<file path="config.mk">
export PLATFORM = sky130hd
export DESIGN_NAME = inst_prefetch_queue_flat
export DESIGN_NICKNAME = d
export VERILOG_FILES = /design/src/rtl/inst_prefetch_queue_if.sv /design/src/rtl/inst_prefetch_queue.sv /design/src/flat_wrapper.sv
export SDC_FILE = /design/constraint.sdc
export NUM_CORES = 1
export LEC_CHECK = 0
export BUFFER_PORTS_ARGS = -buffer_cell sky130_fd_sc_hd__buf_2
export CAP_MARGIN = 30
export CORE_MARGIN = 2
export CORE_UTILIZATION = 52
export DETAILED_ROUTE_END_ITERATION = 7
export GPL_TIMING_DRIVEN = 0
export PLACE_DENSITY = 0.75
export SLEW_MARGIN = 20
export SYNTH_ARGS = -nofsm -noshare
export SYNTH_HDL_FRONTEND = slang
export SYNTH_SLANG_ARGS = --single-unit
</file>
<file path="constraint.sdc">
create_clock -name clk -period 8.5 [get_ports clk]
set_input_delay 1.275 -clock clk [delete_from_list [all_inputs] [get_ports clk]]
set_output_delay 1.275 -clock clk [all_outputs]
set_load 0.005 [all_outputs]
</file>
<file path="src/rtl/inst_prefetch_queue_if.sv">
// Bundle of fetch-side memory, redirect and decode-side signals for the
// instruction prefetch queue. slave = the queue, master = its environment.
interface inst_prefetch_queue_if #(
    parameter int DEPTH      = 4,
    parameter int ADDR_WIDTH = 32,
    parameter int DATA_WIDTH = 32
);
    localparam int CW = $clog2(DEPTH) + 1;

    logic                  i_instr_ready;
    logic [DATA_WIDTH-1:0] i_instr_data;
    logic                  o_inst_rd_en;
    logic [ADDR_WIDTH-1:0] o_inst_addr;
    logic                  i_flush;
    logic [ADDR_WIDTH-1:0] i_flush_addr;
    logic                  o_if_valid;
    logic [DATA_WIDTH-1:0] o_if_inst;
    logic [ADDR_WIDTH-1:0] o_if_pc;
    logic                  i_id_ready;
    logic [CW-1:0]         o_count;

    modport slave (
        input  i_instr_ready, i_instr_data, i_flush, i_flush_addr, i_id_ready,
        output o_inst_rd_en, o_inst_addr, o_if_valid, o_if_inst, o_if_pc, o_count
    );

    modport master (
        output i_instr_ready, i_instr_data, i_flush, i_flush_addr, i_id_ready,
        input  o_inst_rd_en, o_inst_addr, o_if_valid, o_if_inst, o_if_pc, o_count
    );
endinterface

</file>
<file path="src/rtl/inst_prefetch_queue.sv">
// Sequential-PC prefetch engine feeding a DEPTH-entry {pc,inst} FIFO for decode.
// Flush redirects fetch, empties the queue and drops any same-cycle memory return.
module inst_prefetch_queue #(
    parameter int                    DEPTH      = 4,
    parameter int                    ADDR_WIDTH = 32,
    parameter int                    DATA_WIDTH = 32,
    parameter logic [ADDR_WIDTH-1:0] RESET_PC   = '0
) (
    input logic                  clk,
    input logic                  rst,
    inst_prefetch_queue_if.slave bus
);
    localparam int PW = $clog2(DEPTH);
    localparam int CW = PW + 1;

    typedef enum logic [1:0] {S_INIT, S_FETCH, S_HOLD} state_t;

    state_t                r_state;
    logic                  r_rd_en;
    logic [ADDR_WIDTH-1:0] r_addr;
    logic [PW-1:0]         r_wptr;
    logic [PW-1:0]         r_rptr;
    logic [CW-1:0]         r_count;
    logic [ADDR_WIDTH-1:0] r_pc_mem   [DEPTH];
    logic [DATA_WIDTH-1:0] r_inst_mem [DEPTH];

    logic w_valid;
    logic w_full;
    logic w_pop;
    logic w_accept;

    assign w_valid  = (r_count != '0);
    assign w_full   = (r_count == CW'(DEPTH));
    assign w_pop    = w_valid & bus.i_id_ready & ~bus.i_flush;
    // A full queue can only take a new word when the head leaves this cycle.
    assign w_accept = r_rd_en & bus.i_instr_ready & ~bus.i_flush & (~w_full | w_pop);

    always_ff @(posedge clk or posedge rst) begin
        if (rst) begin
            r_state <= S_INIT;
            r_rd_en <= 1'b0;
            r_addr  <= RESET_PC;
            r_wptr  <= '0;
            r_rptr  <= '0;
            r_count <= '0;
        end else if (bus.i_flush) begin
            r_state <= S_FETCH;
            r_rd_en <= 1'b1;
            r_addr  <= {bus.i_flush_addr[ADDR_WIDTH-1:2], 2'b00};
            r_wptr  <= '0;
            r_rptr  <= '0;
            r_count <= '0;
        end else begin
            if (w_accept) begin
                r_wptr <= r_wptr + PW'(1);
                r_addr <= r_addr + ADDR_WIDTH'(4);
            end
            if (w_pop)
                r_rptr <= r_rptr + PW'(1);
            if (w_accept && !w_pop)
                r_count <= r_count + CW'(1);
            else if (!w_accept && w_pop)
                r_count <= r_count - CW'(1);

            case (r_state)
                S_INIT: begin
                    r_state <= S_FETCH;
                    r_rd_en <= 1'b1;
                end
                S_FETCH: begin
                    if (w_accept && !w_pop && r_count == CW'(DEPTH - 1)) begin
                        r_state <= S_HOLD;
                        r_rd_en <= 1'b0;
                    end
                end
                S_HOLD: begin
                    if (r_count < CW'(DEPTH)) begin
                        r_state <= S_FETCH;
                        r_rd_en <= 1'b1;
                    end
                end
                default: begin
                    r_state <= S_INIT;
                    r_rd_en <= 1'b0;
                end
            endcase
        end
    end

    always_ff @(posedge clk) begin
        if (w_accept) begin
            r_pc_mem[r_wptr]   <= r_addr;
            r_inst_mem[r_wptr] <= bus.i_instr_data;
        end
    end

    assign bus.o_inst_rd_en = r_rd_en;
    assign bus.o_inst_addr  = r_addr;
    assign bus.o_count      = r_count;
    assign bus.o_if_valid   = w_valid;
    assign bus.o_if_pc      = w_valid ? r_pc_mem[r_rptr] : '0;
    assign bus.o_if_inst    = w_valid ? r_inst_mem[r_rptr] : DATA_WIDTH'(32'h0000_0013);
endmodule

</file>
<file path="src/flat_wrapper.sv">
// flat-port wrapper written by rule: the top's interface ports become plain ports
module inst_prefetch_queue_flat 
#(
    parameter int                    DEPTH      = 4,
    parameter int                    ADDR_WIDTH = 32,
    parameter int                    DATA_WIDTH = 32,
    parameter logic [ADDR_WIDTH-1:0] RESET_PC   = '0
)
  (clk, rst, bus_i_instr_ready, bus_i_instr_data, bus_i_flush, bus_i_flush_addr, bus_i_id_ready, bus_o_inst_rd_en, bus_o_inst_addr, bus_o_if_valid, bus_o_if_inst, bus_o_if_pc, bus_o_count);
  inst_prefetch_queue_if #(.DEPTH(DEPTH), .ADDR_WIDTH(ADDR_WIDTH), .DATA_WIDTH(DATA_WIDTH)) bus_i ();
  input logic clk;
  input logic rst;
  input wire logic [$bits(bus_i.i_instr_ready)-1:0] bus_i_instr_ready;
  input wire logic [$bits(bus_i.i_instr_data)-1:0] bus_i_instr_data;
  input wire logic [$bits(bus_i.i_flush)-1:0] bus_i_flush;
  input wire logic [$bits(bus_i.i_flush_addr)-1:0] bus_i_flush_addr;
  input wire logic [$bits(bus_i.i_id_ready)-1:0] bus_i_id_ready;
  output wire logic [$bits(bus_i.o_inst_rd_en)-1:0] bus_o_inst_rd_en;
  output wire logic [$bits(bus_i.o_inst_addr)-1:0] bus_o_inst_addr;
  output wire logic [$bits(bus_i.o_if_valid)-1:0] bus_o_if_valid;
  output wire logic [$bits(bus_i.o_if_inst)-1:0] bus_o_if_inst;
  output wire logic [$bits(bus_i.o_if_pc)-1:0] bus_o_if_pc;
  output wire logic [$bits(bus_i.o_count)-1:0] bus_o_count;
  assign bus_i.i_instr_ready = bus_i_instr_ready;
  assign bus_i.i_instr_data = bus_i_instr_data;
  assign bus_i.i_flush = bus_i_flush;
  assign bus_i.i_flush_addr = bus_i_flush_addr;
  assign bus_i.i_id_ready = bus_i_id_ready;
  assign bus_o_inst_rd_en = bus_i.o_inst_rd_en;
  assign bus_o_inst_addr = bus_i.o_inst_addr;
  assign bus_o_if_valid = bus_i.o_if_valid;
  assign bus_o_if_inst = bus_i.o_if_inst;
  assign bus_o_if_pc = bus_i.o_if_pc;
  assign bus_o_count = bus_i.o_count;
  inst_prefetch_queue #(.DEPTH(DEPTH), .ADDR_WIDTH(ADDR_WIDTH), .DATA_WIDTH(DATA_WIDTH), .RESET_PC(RESET_PC)) u_core (.clk(clk), .rst(rst), .bus(bus_i));
endmodule
</file>
Word level (Yosys, flattened, before mapping)
Memories as Yosys holds them, arrays and structs flattened.
Index checks and enable logic that the tools add are counted.
{"block": "op_classes", "add_sub_neg": 5, "mul": 0, "div": 0, "magnitude_cmp": 1, "eq_ne": 6, "shift": 0, "muxes": 21, "bitwise_logic": 8, "n_reduce_logical": 11}
{"cell": "32-bit two-way mux", "count": 4}
{"cell": "32-bit by 3-bit adder with 32-bit output (second input constant)", "count": 1}
{"cell": "2-bit two-way mux", "count": 7}
{"cell": "3-bit two-way mux", "count": 3}
{"cell": "3-bit by 2-bit != test with 1-bit output (second input constant)", "count": 2}
{"cell": "2-bit one-hot mux with 3 select lines", "count": 1}
{"cell": "3-bit nonzero test", "count": 2}
{"cell": "1-bit AND", "count": 5}
{"cell": "1-bit two-way mux", "count": 5}
{"cell": "2-bit by 1-bit adder with 2-bit output (second input constant)", "count": 2}
{"cell": "2-bit nonzero test", "count": 2}
{"cell": "3-bit by 1-bit adder with 3-bit output (second input constant)", "count": 1}
{"cell": "3-bit by 2-bit == test with 1-bit output (second input constant)", "count": 1}
{"cell": "3-bit == test (second input constant)", "count": 1}
{"cell": "1-bit logical AND", "count": 3}
{"cell": "3-bit < comparator (second input constant)", "count": 1}
{"cell": "1-bit one-hot mux with 3 select lines", "count": 1}
{"cell": "3-bit by 1-bit subtractor with 3-bit output (second input constant)", "count": 1}
{"cell": "2-bit by 1-bit == test with 1-bit output (second input constant)", "count": 1}
{"cell": "2-bit == test (second input constant)", "count": 1}
{"cell": "1-bit zero test", "count": 2}
{"cell": "2-bit zero test", "count": 1}
{"cell": "1-bit NOT", "count": 2}
{"cell": "2-bit AND reduction", "count": 1}
{"cell": "1-bit bitwise OR", "count": 1}
{"block": "totals", "reg_bits": 42, "latch_bits": 0, "mem_bits_rw": 256, "rom_bits": 0, "in_bits": 69, "output_inout_bits": 101, "wordCells": 60, "mem_count": 2}
{"memory": "u_core.r_inst_mem", "depth": 4, "width": 32, "rd": 1, "rd_clocked_by_memory_dff": 0, "wr": 1, "line": "inst_prefetch_queue.sv:25", "source": "logic [DATA_WIDTH-1:0] r_inst_mem [DEPTH];"}
{"memory": "u_core.r_pc_mem", "depth": 4, "width": 32, "rd": 1, "rd_clocked_by_memory_dff": 0, "wr": 1, "line": "inst_prefetch_queue.sv:24", "source": "logic [ADDR_WIDTH-1:0] r_pc_mem [DEPTH];"}

Depth between registers and ports, before layout
Gate-level depths: netlist (run 1).
{"block": "depth", "depth_word": 10, "mapped_depth": 10, "ltp_nobuf": 9}

Worst setup path after synthesis (run 1)
No wires, ideal clock.
{"block": "synth_path", "kind": "input to register", "startpoint": "in bus_i_flush", "endpoint": "mem u_core.r_inst_mem[0][0] (enable)", "setup_time_ns": 0.427, "arrival_time_ns": 3.742, "required_time_ns": 8.073, "slack_ns": 4.331, "stages": 5, "path_buffers": 3, "cell_sequence": "clkbuf_1 > nor3_4 > buf_2 > buf_2 > and2_1"}
{"block": "synth_via", "elab_chain_cells": 6}
{"element": "start, declared", "line": "flat_wrapper.sv:15", "source": "input wire logic [$bits(bus_i.i_flush)-1:0] bus_i_flush;"}
{"element": "1-bit NOT (*)", "line": "inst_prefetch_queue.sv:34, inst_prefetch_queue.sv:36"}
{"element": "1-bit AND", "line": "inst_prefetch_queue.sv:34", "source": "assign w_pop = w_valid & bus.i_id_ready & ~bus.i_flush;"}
{"element": "1-bit bitwise OR", "line": "inst_prefetch_queue.sv:36", "source": "assign w_accept = r_rd_en & bus.i_instr_ready & ~bus.i_flush & (~w_full | w_pop);"}
{"element": "1-bit AND (*)", "line": "inst_prefetch_queue.sv:36"}
{"element": "1-bit two-way mux (*)", "line": "inst_prefetch_queue.sv:91", "source": "if (w_accept) begin"}
{"element": "1-bit two-way mux (implied by the code) (*)", "line": "inst_prefetch_queue.sv:93", "source": "r_inst_mem[r_wptr] <= bus.i_instr_data;"}
{"element": "end, declared", "line": "inst_prefetch_queue.sv:25"}
Mark *: on every way between the ends. The rest lies on a longest branch, timed or not.

Worst setup path after layout (run 1)
{"block": "layout_path", "startpoint": "reg u_core.r_count[0], in the netlist u_core.bus.o_count[0]", "endpoint": "out bus_o_if_pc[29]"}
{"block": "layout_via", "elab_chain_cells": 2}
{"element": "start, declared", "line": "inst_prefetch_queue.sv:23", "source": "logic [CW-1:0] r_count;"}
{"element": "start signal, assigned", "line": "inst_prefetch_queue.sv:61", "source": "r_count <= r_count + CW'(1);"}
{"element": "start signal, assigned", "line": "inst_prefetch_queue.sv:63", "source": "r_count <= r_count - CW'(1);"}
{"element": "3-bit nonzero test", "line": "inst_prefetch_queue.sv:32", "source": "assign w_valid = (r_count != '0);"}
{"element": "32-bit two-way mux", "line": "inst_prefetch_queue.sv:101", "source": "assign bus.o_if_pc = w_valid ? r_pc_mem[r_rptr] : '0;"}
{"element": "end, declared", "line": "flat_wrapper.sv:22", "source": "output wire logic [$bits(bus_i.o_if_pc)-1:0] bus_o_if_pc;"}
Every way passes these cells.

==> results by group, run 1 <==
Timing
  – Slew at the pin closest to its max-slew limit: 0.706 ns
  – Final worst-path cycle share: 48.8%
  – Worst clock skew: 0.0110 ns
  – # setup viols final: 0
  – Unrepaired setup endpoints after global routing: false
  – Number of hold violations in the final report: 0
  – Setup slack after layout: 4.35 ns
  – Total Neg Setup Slack: 0 ns
  – Highest clock frequency the design can meet: 241 MHz
  – Pins over their slew limit: 0
  – Crit path time final: 4.15 ns
  – Slew headroom: 52.6%

Cells and area
  – Antenna cells: 0
  – Commonest non-fill, non-tap cell in the layout: sky130_fd_sc_hd__edfxtp_1
  – FF+latch area: 8420 µm²
  – Util after Layout: 62.9%
  – Nets@finish: 951
  – Count of non-filler cells in the finished layout: 1,185
  – Top library cells by usage in the layout, fill and taps aside: sky130_fd_sc_hd__edfxtp_1, sky130_fd_sc_hd__buf_2, sky130_fd_sc_hd__and2_1
  – Cell area after layout: 14,100 µm²
  – Growth of design area from synthesis to finish: 19.5%
  – Ratio of cells with drive above 1 in the final layout: 35.6%
  – Layout fillers: 1,680
  – Combined area of the multi-input logic cells: 3170 µm²

Clock tree
  – Hold buffers post-CTS: 0
  – Sink Count: 287
  – Number of H-tree branching levels: 1
  – Clock latency reported for the late side of the worst-skew pair: 0.55 ns
  – Clk buf depth: 3
  – Clock tree from TritonCTS: built
  – Library cell used as clock root buffer: sky130_fd_sc_hd__clkbuf_16
  – Resized cells post-CTS: 0
  – CTS clock-pin slew for the worst setup and hold paths: 0.06 ns
  – Inserted Clock Buffers: 31
  – Number of buffers added for setup after CTS: 0

Worst setup path
  – Max FO, Critical Path: 10
  – Family of cells with the greatest summed delay on the critical path: buffers and inverters
  – Nature of the critical path startpoint: register
  – Required time of the critical path: 7.22 ns
  – Crit path arrival time: 2.87 ns
  – Delay of the slowest critical-path stage: 0.61 ns
  – Slowest stage cell, crit path: sky130_fd_sc_hd__nor3_1
  – Combined buffer and inverter count along the critical path: 4
  – Cell breakdown of the critical path: buf_2 > nor3_1 > inv_1 > clkbuf_1 > and2_1 > buf_2
  – Crit Path Category: reg2out
  – Kind of capture point of the worst setup path: output pin
  – Most frequent CP cell: sky130_fd_sc_hd__buf_2

Power and ir drop
  – Part of the power in registers: 44.7%
  – Net Sw Power: 981 µW
  – Share of total power in the clock network: 34.1%
  – Switching Share: 26.1%
  – Cell-internal power: 2780 µW
  – Maximum ir drop on the vdd rail: 0.000142 V
  – Cell Pwr Density: 267 nW/µm²
  – Static leakage: 0.00513 µW
  – Combinational cell fraction of total power: 21.2%

Route
  – Highest metal layer used by the detailed router: met4
  – Vias: 6,788
  – Detailed router's first-iteration violation count: 529
  – First-pass detailed-route iteration total: 7
  – Via density per instance: 5.73
  – Met1 WL: 10,600 µm
  – Wire length per cell: 20.9 µm
  – Total met2 wirelength after detailed routing: 11,800 µm
  – Detail Route met3 WL: 1940 µm
  – Antenna-violating nets left: 0
  – Final Routed Wirelength: 24,700 µm
  – Drt drc: 0

GRT
  – Pin count of the biggest net entering global routing: 47
  – Vias in the first global route: 6,757
  – GRT overflow: 0
  – Global-route usage over all layers: 21.0%
  – Wire length of the first global-routing pass: 38,500 µm
  – Number of antenna violations at the first check in global routing: 0

Placed design
  – Setup slack at placement: 4.58 ns
  – Routability congestion estimate: 0.871
  – Port Buf Inserts: 162
  – Post-placement cell count: 1,128
  – HPWL after detailed placement: 15,900 µm
  – Post-Place Cell Area: 13,100 µm²

Synthesis
  – Number of warning messages in the yosys log: 0
  – Number of distinct library cells after synthesis: 59
  – Synthesized area divided by synthesized cell count: 17.5 µm²
  – Post-synthesis sequential area ratio: 71.4%
  – Ys async rst share: 13.6%
  – #FFs+latches synth: 287
  – Post-synthesis instance area: 11,800 µm²
  – Cell count after synthesis: 673
  – Number of flops mapped to enable cells by yosys: 248
  – Most common flop cell mapped by yosys: sky130_fd_sc_hd__edfxtp_1

Job
  – Max Cap Viol: 0

Floorplan
  – IO Count: 170
  – Area inside the core boundary: 22,400 µm²
  – Area of the die: 23,900 µm²
  – Chip height: 155 µm
  – Starting Density: 52.6%
  – Number of core rows: 55
  – Die Width: 155 µm

Worst hold path
  – Path category of the worst min-delay check: reg2reg

Run status
  – Outcome: complete, no violations
-- cells by family (layout without fill, tap and decap cells) --
kind of cell    count (synthesis)  in the layout  synth area share, %
compound gates                 66             66                 4.08
other cells                     1              4               0.0318
buf+inv                        52            276                 1.93
xor+xnor                        6              6                0.445
simple gates                  192            192                 9.52
flops                         287            287                 71.4
mux                            63             63                 11.9
fa+ha+maj                       6              6                0.700
-- worst reg2reg max path: cells and delay by family (launching register included) --
family | cells | cell delay, ns
buffers and inverters | 4 | 1.11
AND/OR/NAND/NOR | 3 | 1.13
flip-flops | 1 | 0.37
-- final cells by class --
class | instances | area share [%]
flip-flops and latches | 287 | 59.7
clock inverters | 18 | 1.00
repair buffers | 167 | 6.57
clock buffers | 39 | 6.07
well taps | 285 | 2.53
inverters | 13 | 0.346
multi-input cells | 337 | 22.5
plain buffers | 39 | 1.27
-- through the flow --
| step | total power (µW) | hold WS, ns |
|---|---|---|
| after floorplan | 2180 | 0.513 |
| final | 3760 | 0.571 |
| after detailed placement | 2520 | 0.563 |
| after global routing | 3940 | 0.603 |
| after CTS | 3810 | 0.571 |
| after global placement | 2510 | 0.552 |
-- cell usage after synthesis (8+ instances only) --
master	number	area, µm²
sky130_fd_sc_hd__inv_1	12	45.0
sky130_fd_sc_hd__and2_1	69	432
sky130_fd_sc_hd__nor2_1	19	71.3
sky130_fd_sc_hd__nand4_1	8	50.1
sky130_fd_sc_hd__mux4_2	62	1400
sky130_fd_sc_hd__edfxtp_1	248	7450
sky130_fd_sc_hd__o21ai_0	12	60.1
sky130_fd_sc_hd__nand3_1	23	115
sky130_fd_sc_hd__clkbuf_1	20	75.1
sky130_fd_sc_hd__dfrtp_1	39	976
sky130_fd_sc_hd__nand2_1	37	139
sky130_fd_sc_hd__o211ai_1	13	97.6
sky130_fd_sc_hd__buf_2	14	70.1
-- routing by layer --
layer,track usage [%],up-vias
li1,-,3070
met1,30.8,3385
met2,33.5,299
met3,3.87,34
met4,4.98,0
met5,0,-
-- path summary, 6_finish.rpt --
kind | start | end | slack, ns | cells after the start
min | u_core.r_wptr[0]$_DFFE_PP0N_ | u_core.r_wptr[0]$_DFFE_PP0N_ | 0.57 | 1
max in group asynchronous | rst | u_core.bus.o_inst_addr[23]$_DFFE_PP0N_ | 7.46 | 3
max | u_core.bus.o_count[0]$_DFFE_PP0P_ | bus_o_if_pc[29] | 4.35 | 6
max reg2reg | u_core.bus.o_count[2]$_DFFE_PP0P_ | u_core.r_inst_mem[1][16]$_DFFE_PP_ | 5.55 | 7
min in group asynchronous | rst | u_core.bus.o_inst_addr[2]$_DFFE_PP0N_ | 0.61 | 2
min reg2reg | u_core.r_wptr[0]$_DFFE_PP0N_ | u_core.r_wptr[0]$_DFFE_PP0N_ | 0.57 | 1
-- power groups by stage --
stage	clock network [µW]	registers, µW	logic (µW)
final	1280	1680	796
after CTS	1310	1680	818
after floorplan	0	1690	491
after global routing	1360	1690	884
after detailed placement	0	1710	814
after global placement	0	1710	797
-- registers in the layout, indices dropped and copies added (netlist names) --
| register | flops |
|---|---|
| u_core.r_inst_mem | 128 |
| u_core.r_pc_mem | 120 |
| u_core.bus.o_inst_addr | 30 |
| u_core.bus.o_count | 3 |
| u_core.r_rptr | 2 |
| u_core.r_state | 2 |
| u_core.r_wptr | 2 |
(Power assumes the default switching activity.)
==> run 2, diff against run 1 <==
==> constraint.sdc (replaced) <==
create_clock -name clk -period 4.34 [get_ports clk]
set_input_delay 0.651 -clock clk [delete_from_list [all_inputs] [get_ports clk]]
set_output_delay 0.651 -clock clk [all_outputs]
set_load 0.005 [all_outputs]
==> results by group, run 2 (same netlist as run 1, synthesis figures left out) <==
GRT
  – Wire length of the first global-routing pass: 38,500 µm (unchanged)
  – Pin count of the biggest net entering global routing: 47 (unchanged)
  – Vias in the first global route: 6,757 (unchanged)
  – GRT overflow: 0 (unchanged)
  – Global-route usage over all layers: 21.0% (unchanged)
  – Number of antenna violations at the first check in global routing: 0 (unchanged)

Worst setup path
  – Worst reg2reg path depth: 10 (was 7)
  – Max FO, Critical Path: 10 (unchanged)
  – WP depth: 6 (unchanged)
  – Nature of the critical path startpoint: register (unchanged)
  – Family of cells with the greatest summed delay on the critical path: buffers and inverters (unchanged)
  – Most frequent CP cell: sky130_fd_sc_hd__buf_2 (unchanged)
  – Worst setup startpoint: u_core.bus.o_count[0]$_DFFE_PP0P_ (unchanged)
  – Reg2Reg Setup Slack: 1.38 ns (was 5.55 ns)
  – Combined buffer and inverter count along the critical path: 4 (unchanged)
  – Slowest stage cell, crit path: sky130_fd_sc_hd__nor3_1 (unchanged)
  – Required time of the critical path: 3.69 ns (was 7.22 ns)
  – Kind of capture point of the worst setup path: output pin (unchanged)
  – Crit Path Category: reg2out (unchanged)
  – End of the worst register-to-register path: u_core.bus.o_count[2]$_DFFE_PP0P_ (was u_core.r_inst_mem[1][16]$_DFFE_PP_)
  – Cell breakdown of the critical path: buf_2 > nor3_1 > inv_1 > clkbuf_1 > and2_1 > buf_2 (unchanged)
  – Critical R2R Launch: u_core.bus.o_count[0]$_DFFE_PP0P_ (was u_core.bus.o_count[2]$_DFFE_PP0P_)
  – Delay of the slowest critical-path stage: 0.64 ns (was 0.61 ns)
  – Crit path arrival time: 2.92 ns (was 2.87 ns)
  – Capture point of the critical path: bus_o_if_pc[29] (unchanged)

Route
  – Detailed router's first-iteration violation count: 525 (was 529)
  – Via density per instance: 5.71 (was 5.73)
  – Drt drc: 0 (unchanged)
  – Final Routed Wirelength: 24,700 µm (about the same)
  – First-pass detailed-route iteration total: 5 (was 7)
  – Wire length per cell: 20.8 µm (was 20.9 µm)
  – Vias: 6,773 (was 6,788)
  – Antenna-violating nets left: 0 (unchanged)

Clock tree
  – CTS clock-pin slew for the worst setup and hold paths: 0.06 ns (about the same)
  – Inserted Clock Buffers: 31 (unchanged)
  – Number of buffers added for setup after CTS: 0 (unchanged)
  – Number of H-tree branching levels: 1 (unchanged)
  – Library cell used as clock root buffer: sky130_fd_sc_hd__clkbuf_16 (unchanged)
  – Clk buf depth: 3 (unchanged)
  – Sink Count: 287 (unchanged)
  – Clock latency reported for the late side of the worst-skew pair: 0.55 ns (about the same)
  – Clock tree from TritonCTS: built (unchanged)

Cells and area
  – Antenna cells: 0 (unchanged)
  – Layout fillers: 1,679 (was 1,680)
  – Top register by number of flip-flops: u_core.r_inst_mem (unchanged)
  – Growth of design area from synthesis to finish: 19.6% (was 19.5%)
  – Number of flip-flops under the largest register name: 128 (unchanged)
  – Util after Layout: 62.9% (about the same)
  – Ratio of cells with drive above 1 in the final layout: 35.5% (was 35.6%)
  – Nets@finish: 952 (was 951)
  – Top library cells by usage in the layout, fill and taps aside: sky130_fd_sc_hd__edfxtp_1, sky130_fd_sc_hd__buf_2, sky130_fd_sc_hd__and2_1 (unchanged)
  – Commonest non-fill, non-tap cell in the layout: sky130_fd_sc_hd__edfxtp_1 (unchanged)

Worst hold path
  – Worst Hold Launch: bus_i_instr_data[30] (was u_core.r_wptr[0]$_DFFE_PP0N_)
  – Path category of the worst min-delay check: in2reg (was reg2reg)

Timing
  – Unrepaired setup endpoints after global routing: false (unchanged)
  – Setup slack after layout: 0.767 ns (was 4.35 ns)
  – Worst clock skew: 0.0123 ns (was 0.0110 ns)
  – Final worst-path cycle share: 82.3%
  – Slew headroom: 49.6% (was 52.6%)
  – # setup viols final: 0 (unchanged)
  – Crit path time final: 3.57 ns
  – Slew at the pin closest to its max-slew limit: 0.751 ns (was 0.706 ns)
  – Pins over their slew limit: 0 (unchanged)
  – Number of hold violations in the final report: 0 (unchanged)
  – Highest clock frequency the design can meet: 280 MHz

Floorplan
  – Area of the die: 23,900 µm² (unchanged)
  – IO Count: 170 (unchanged)
  – Area inside the core boundary: 22,400 µm² (unchanged)
  – Starting Density: 52.6% (unchanged)
  – Die Width: 155 µm (unchanged)
  – Chip height: 155 µm (unchanged)
  – Number of core rows: 55 (unchanged)

Power and ir drop
  – Static leakage: 0.00514 µW (was 0.00513 µW)
  – Cell Pwr Density: 522 nW/µm² (was 267 nW/µm²)
  – Maximum ir drop on the vdd rail: 0.000280 V (was 0.000142 V)

Placed design
  – Setup slack at placement: 1.05 ns (was 4.58 ns)
  – Routability congestion estimate: 0.871 (unchanged)
  – Port Buf Inserts: 162 (unchanged)
  – HPWL after detailed placement: 15,900 µm (unchanged)

Run status
  – Outcome: complete, no violations (unchanged)

Job
  – Max Cap Viol: 0 (unchanged)
-- run 2: layout make-up --
cell class                 count  area, µm²  area share (%)
buffer                        39        179            1.27
clock buffer                  39        856            6.06
clock inverter                18        141            1.00
inverter                      13       48.8           0.346
multi-input combinational    337       3170            22.5
sequential                   287       8420            59.7
tap                          285        357            2.53
timing repair buffer         168        936            6.63
-- run 2: per-stage QoR --
stage                     power, µW  std cells  setup TNS [ns]  cell area [µm²]  hold WS, ns
after global placement         4910       1123         -170.83            13000        0.552
after global routing           7710       1186               0            14100        0.300
after detailed placement       4940       1128               0            13100        0.555
final                          7370       1186               0            14100        0.317
after CTS                      7460       1186               0            14100        0.295
after floorplan                4270        676               0            11800        0.513
-- run 2: power by group --
part / total [µW] / internal (µW) / switching (µW)
Clock: 2510 / 1500 / 1010
Sequential: 3290 / 3180 / 114
Combinational: 1560 / 764 / 797
Total: 7370 / 5440 / 1920
-- run 2: routing by layer --
metal	GRT usage [%]	vias to the layer above	share of wire [%]	routed length, µm
met3	3.87	33	7.8	1940
met5	0	-	0	0
met4	4.98	0	1.6	391
met2	33.5	293	48	11800
met1	30.8	3371	43	10500
li1	-	3076	-	-
-- run 2: worst min path at each step --
| stage | slack [ns] | end | depth (start not counted) |
|---|---|---|---|
| finish | 0.32 | u_core.r_inst_mem[3][30]$_DFFE_PP_ | 1 |
| global route | 0.30 | u_core.bus.o_inst_addr[11]$_DFFE_PP0N_ | 2 |
| CTS | 0.29 | u_core.r_inst_mem[0][22]$_DFFE_PP_ | 1 |
| detailed placement | 0.55 | u_core.bus.o_inst_addr[2]$_DFFE_PP0N_ | 2 |
| global placement | 0.55 | u_core.r_wptr[0]$_DFFE_PP0N_ | 1 |
| floorplan | 0.51 | u_core.r_wptr[0]$_DFFE_PP0N_ | 1 |
-- run 2: what timing repair did --
item | CTS | global route
hold endpoints to repair | 5 | 0
resized for setup | 0 | 0
hold buffers | 1 | 0
==> run 3, diff against run 2 <==
==> constraint.sdc (replaced) <==
create_clock -name clk -period 3.6 [get_ports clk]
set_input_delay 0.54 -clock clk [delete_from_list [all_inputs] [get_ports clk]]
set_output_delay 0.54 -clock clk [all_outputs]
set_load 0.005 [all_outputs]
==> results by group, run 3 (same netlist as run 1, synthesis figures left out) <==
Cells and area
  – Top library cells by usage in the layout, fill and taps aside: sky130_fd_sc_hd__edfxtp_1, sky130_fd_sc_hd__buf_2, sky130_fd_sc_hd__and2_1 (unchanged)
  – Nets@finish: 952 (unchanged)
  – Cell area after layout: 14,100 µm² (about the same)
  – Ratio of cells with drive above 1 in the final layout: 35.6% (was 35.5%)
  – Growth of design area from synthesis to finish: 19.6% (about the same)
  – Commonest non-fill, non-tap cell in the layout: sky130_fd_sc_hd__edfxtp_1 (unchanged)
  – Antenna cells: 0 (unchanged)
  – Number of flip-flops under the largest register name: 128 (unchanged)
  – Util after Layout: 62.9% (about the same)
  – Top register by number of flip-flops: u_core.r_inst_mem (unchanged)

Clock tree
  – CTS clock-pin slew for the worst setup and hold paths: 0.06 ns (about the same)
  – Library cell used as clock root buffer: sky130_fd_sc_hd__clkbuf_16 (unchanged)
  – Number of H-tree branching levels: 1 (unchanged)
  – Inserted Clock Buffers: 31 (unchanged)
  – Number of buffers added for setup after CTS: 0 (unchanged)
  – Clock latency reported for the late side of the worst-skew pair: 0.55 ns (about the same)
  – Sink Count: 287 (unchanged)
  – Clock tree from TritonCTS: built (unchanged)
  – Clk buf depth: 3 (unchanged)

Placed design
  – Routability congestion estimate: 0.871 (unchanged)
  – Setup slack at placement: 0.417 ns (was 1.05 ns)
  – HPWL after detailed placement: 15,900 µm (unchanged)
  – Post-Place Cell Area: 13,100 µm² (unchanged)
  – Port Buf Inserts: 162 (unchanged)

Floorplan
  – Starting Density: 52.6% (unchanged)
  – IO Count: 170 (unchanged)
  – Number of core rows: 55 (unchanged)
  – Chip height: 155 µm (unchanged)
  – Area of the die: 23,900 µm² (unchanged)
  – Die Width: 155 µm (unchanged)
  – Area inside the core boundary: 22,400 µm² (unchanged)

Worst setup path
  – Max FO, Critical Path: 10 (unchanged)
  – Required time of the critical path: 3.06 ns (was 3.69 ns)
  – Crit Path Category: reg2out (unchanged)
  – Kind of capture point of the worst setup path: output pin (unchanged)
  – Crit path arrival time: 2.65 ns (was 2.92 ns)
  – Worst reg2reg path depth: 7 (was 10)
  – Nature of the critical path startpoint: register (unchanged)

Route
  – Via density per instance: 5.70 (was 5.71)
  – Vias: 6,760 (was 6,773)
  – Detailed router's first-iteration violation count: 513 (was 525)
  – Antenna-violating nets left: 0 (unchanged)
  – Drt drc: 0 (unchanged)
  – Final Routed Wirelength: 24,700 µm (about the same)
  – Wire length per cell: 20.8 µm (about the same)
  – First-pass detailed-route iteration total: 8 (was 5)

Timing
  – # setup viols final: 0 (unchanged)
  – Slew headroom: 56.1% (was 49.6%)
  – Final worst-path cycle share: 88.7%
  – Worst clock skew: 0.0108 ns (was 0.0123 ns)
  – Unrepaired setup endpoints after global routing: false (unchanged)
  – Setup slack after layout: 0.407 ns (was 0.767 ns)
  – Number of hold violations in the final report: 0 (unchanged)
  – Highest clock frequency the design can meet: 313 MHz
  – Crit path time final: 3.19 ns
  – Slew at the pin closest to its max-slew limit: 0.659 ns (was 0.751 ns)
  – Pins over their slew limit: 0 (unchanged)

GRT
  – Vias in the first global route: 6,757 (unchanged)
  – Wire length of the first global-routing pass: 38,500 µm (unchanged)
  – Number of antenna violations at the first check in global routing: 0 (unchanged)
  – Pin count of the biggest net entering global routing: 47 (unchanged)
  – Global-route usage over all layers: 21.0% (unchanged)
  – GRT overflow: 0 (unchanged)

Worst hold path
  – Path category of the worst min-delay check: in2reg (unchanged)
  – Cell depth of the worst hold path: 1 (unchanged)

Power and ir drop
  – Maximum ir drop on the vdd rail: 0.000337 V (was 0.000280 V)
  – Static leakage: 0.00514 µW (about the same)
  – Cell Pwr Density: 629 nW/µm² (was 522 nW/µm²)

Run status
  – Outcome: complete, no violations (unchanged)

Job
  – Max Cap Viol: 0 (unchanged)
[run 3: repair_timing]
action | 4_1_cts | 5_1_grt
endpoints found under the setup margin | 0 | 58
hold endpoints to repair | 5 | 0
gates resized for setup | 0 | 1
hold buffers | 1 | 0
[run 3: worst paths after layout]
path	startpoint	to	slack (ns)
worst max-delay path	u_core.r_rptr[1]$_DFFE_PP0P_	bus_o_if_pc[25]	0.41
worst min-delay path	bus_i_instr_data[30]	u_core.r_inst_mem[3][30]$_DFFE_PP_	0.21
worst max register to register	u_core.bus.o_count[2]$_DFFE_PP0P_	u_core.r_inst_mem[1][16]$_DFFE_PP_	0.69
worst min register to register	u_core.r_wptr[0]$_DFFE_PP0N_	u_core.r_wptr[0]$_DFFE_PP0N_	0.57
max in group asynchronous	rst	u_core.bus.o_inst_addr[23]$_DFFE_PP0N_	2.75
min in group asynchronous	rst	u_core.bus.o_inst_addr[2]$_DFFE_PP0N_	0.42
[run 3: metrics by stage]
step	power, µW	std cells	TNS, ns	hold WS, ns
floorplan	5150	676	0	0.513
global placement	5920	1123	-326.82	0.552
detailed placement	5960	1128	0	0.444
CTS	8990	1186	0	0.184
global route	9300	1186	0	0.189
finish	8880	1186	0	0.206
[run 3: per-layer routing]
| metal | part of all wire [%] | global-route usage (%) | vias to the layer above | wire, µm |
|---|---|---|---|---|
| met2 | 48 | 33.5 | 292 | 11800 |
| met3 | 7.9 | 3.87 | 33 | 1950 |
| li1 | - | - | 3076 | - |
| met1 | 43 | 30.8 | 3359 | 10500 |
| met4 | 1.6 | 4.98 | 0 | 393 |
| met5 | 0 | 0 | - | 0 |
[run 3: cell type report]
cell class | instances | area (µm²)
clock buffers | 39 | 856
inverters | 13 | 48.8
clock inverters | 18 | 141
repair buffers | 168 | 936
plain buffers | 39 | 179
fillers | 1678 | 8320
well taps | 285 | 357
multi-input cells | 337 | 3180
flip-flops and latches | 287 | 8420
[run 3: report_power, final]
| group | switching, µW | internal, µW |
|---|---|---|
| sequential | 137 | 3830 |
| combinational | 961 | 923 |
| clock | 1220 | 1810 |
[run 3: critical path, stage by stage, from the launching register on]
cell and delay [ns]:
sky130_fd_sc_hd__dfrtp_1 0.33, sky130_fd_sc_hd__clkbuf_1 0.50, sky130_fd_sc_hd__clkbuf_1 0.56, sky130_fd_sc_hd__mux4_2 0.42, sky130_fd_sc_hd__and2_1 0.18, sky130_fd_sc_hd__buf_2 0.13
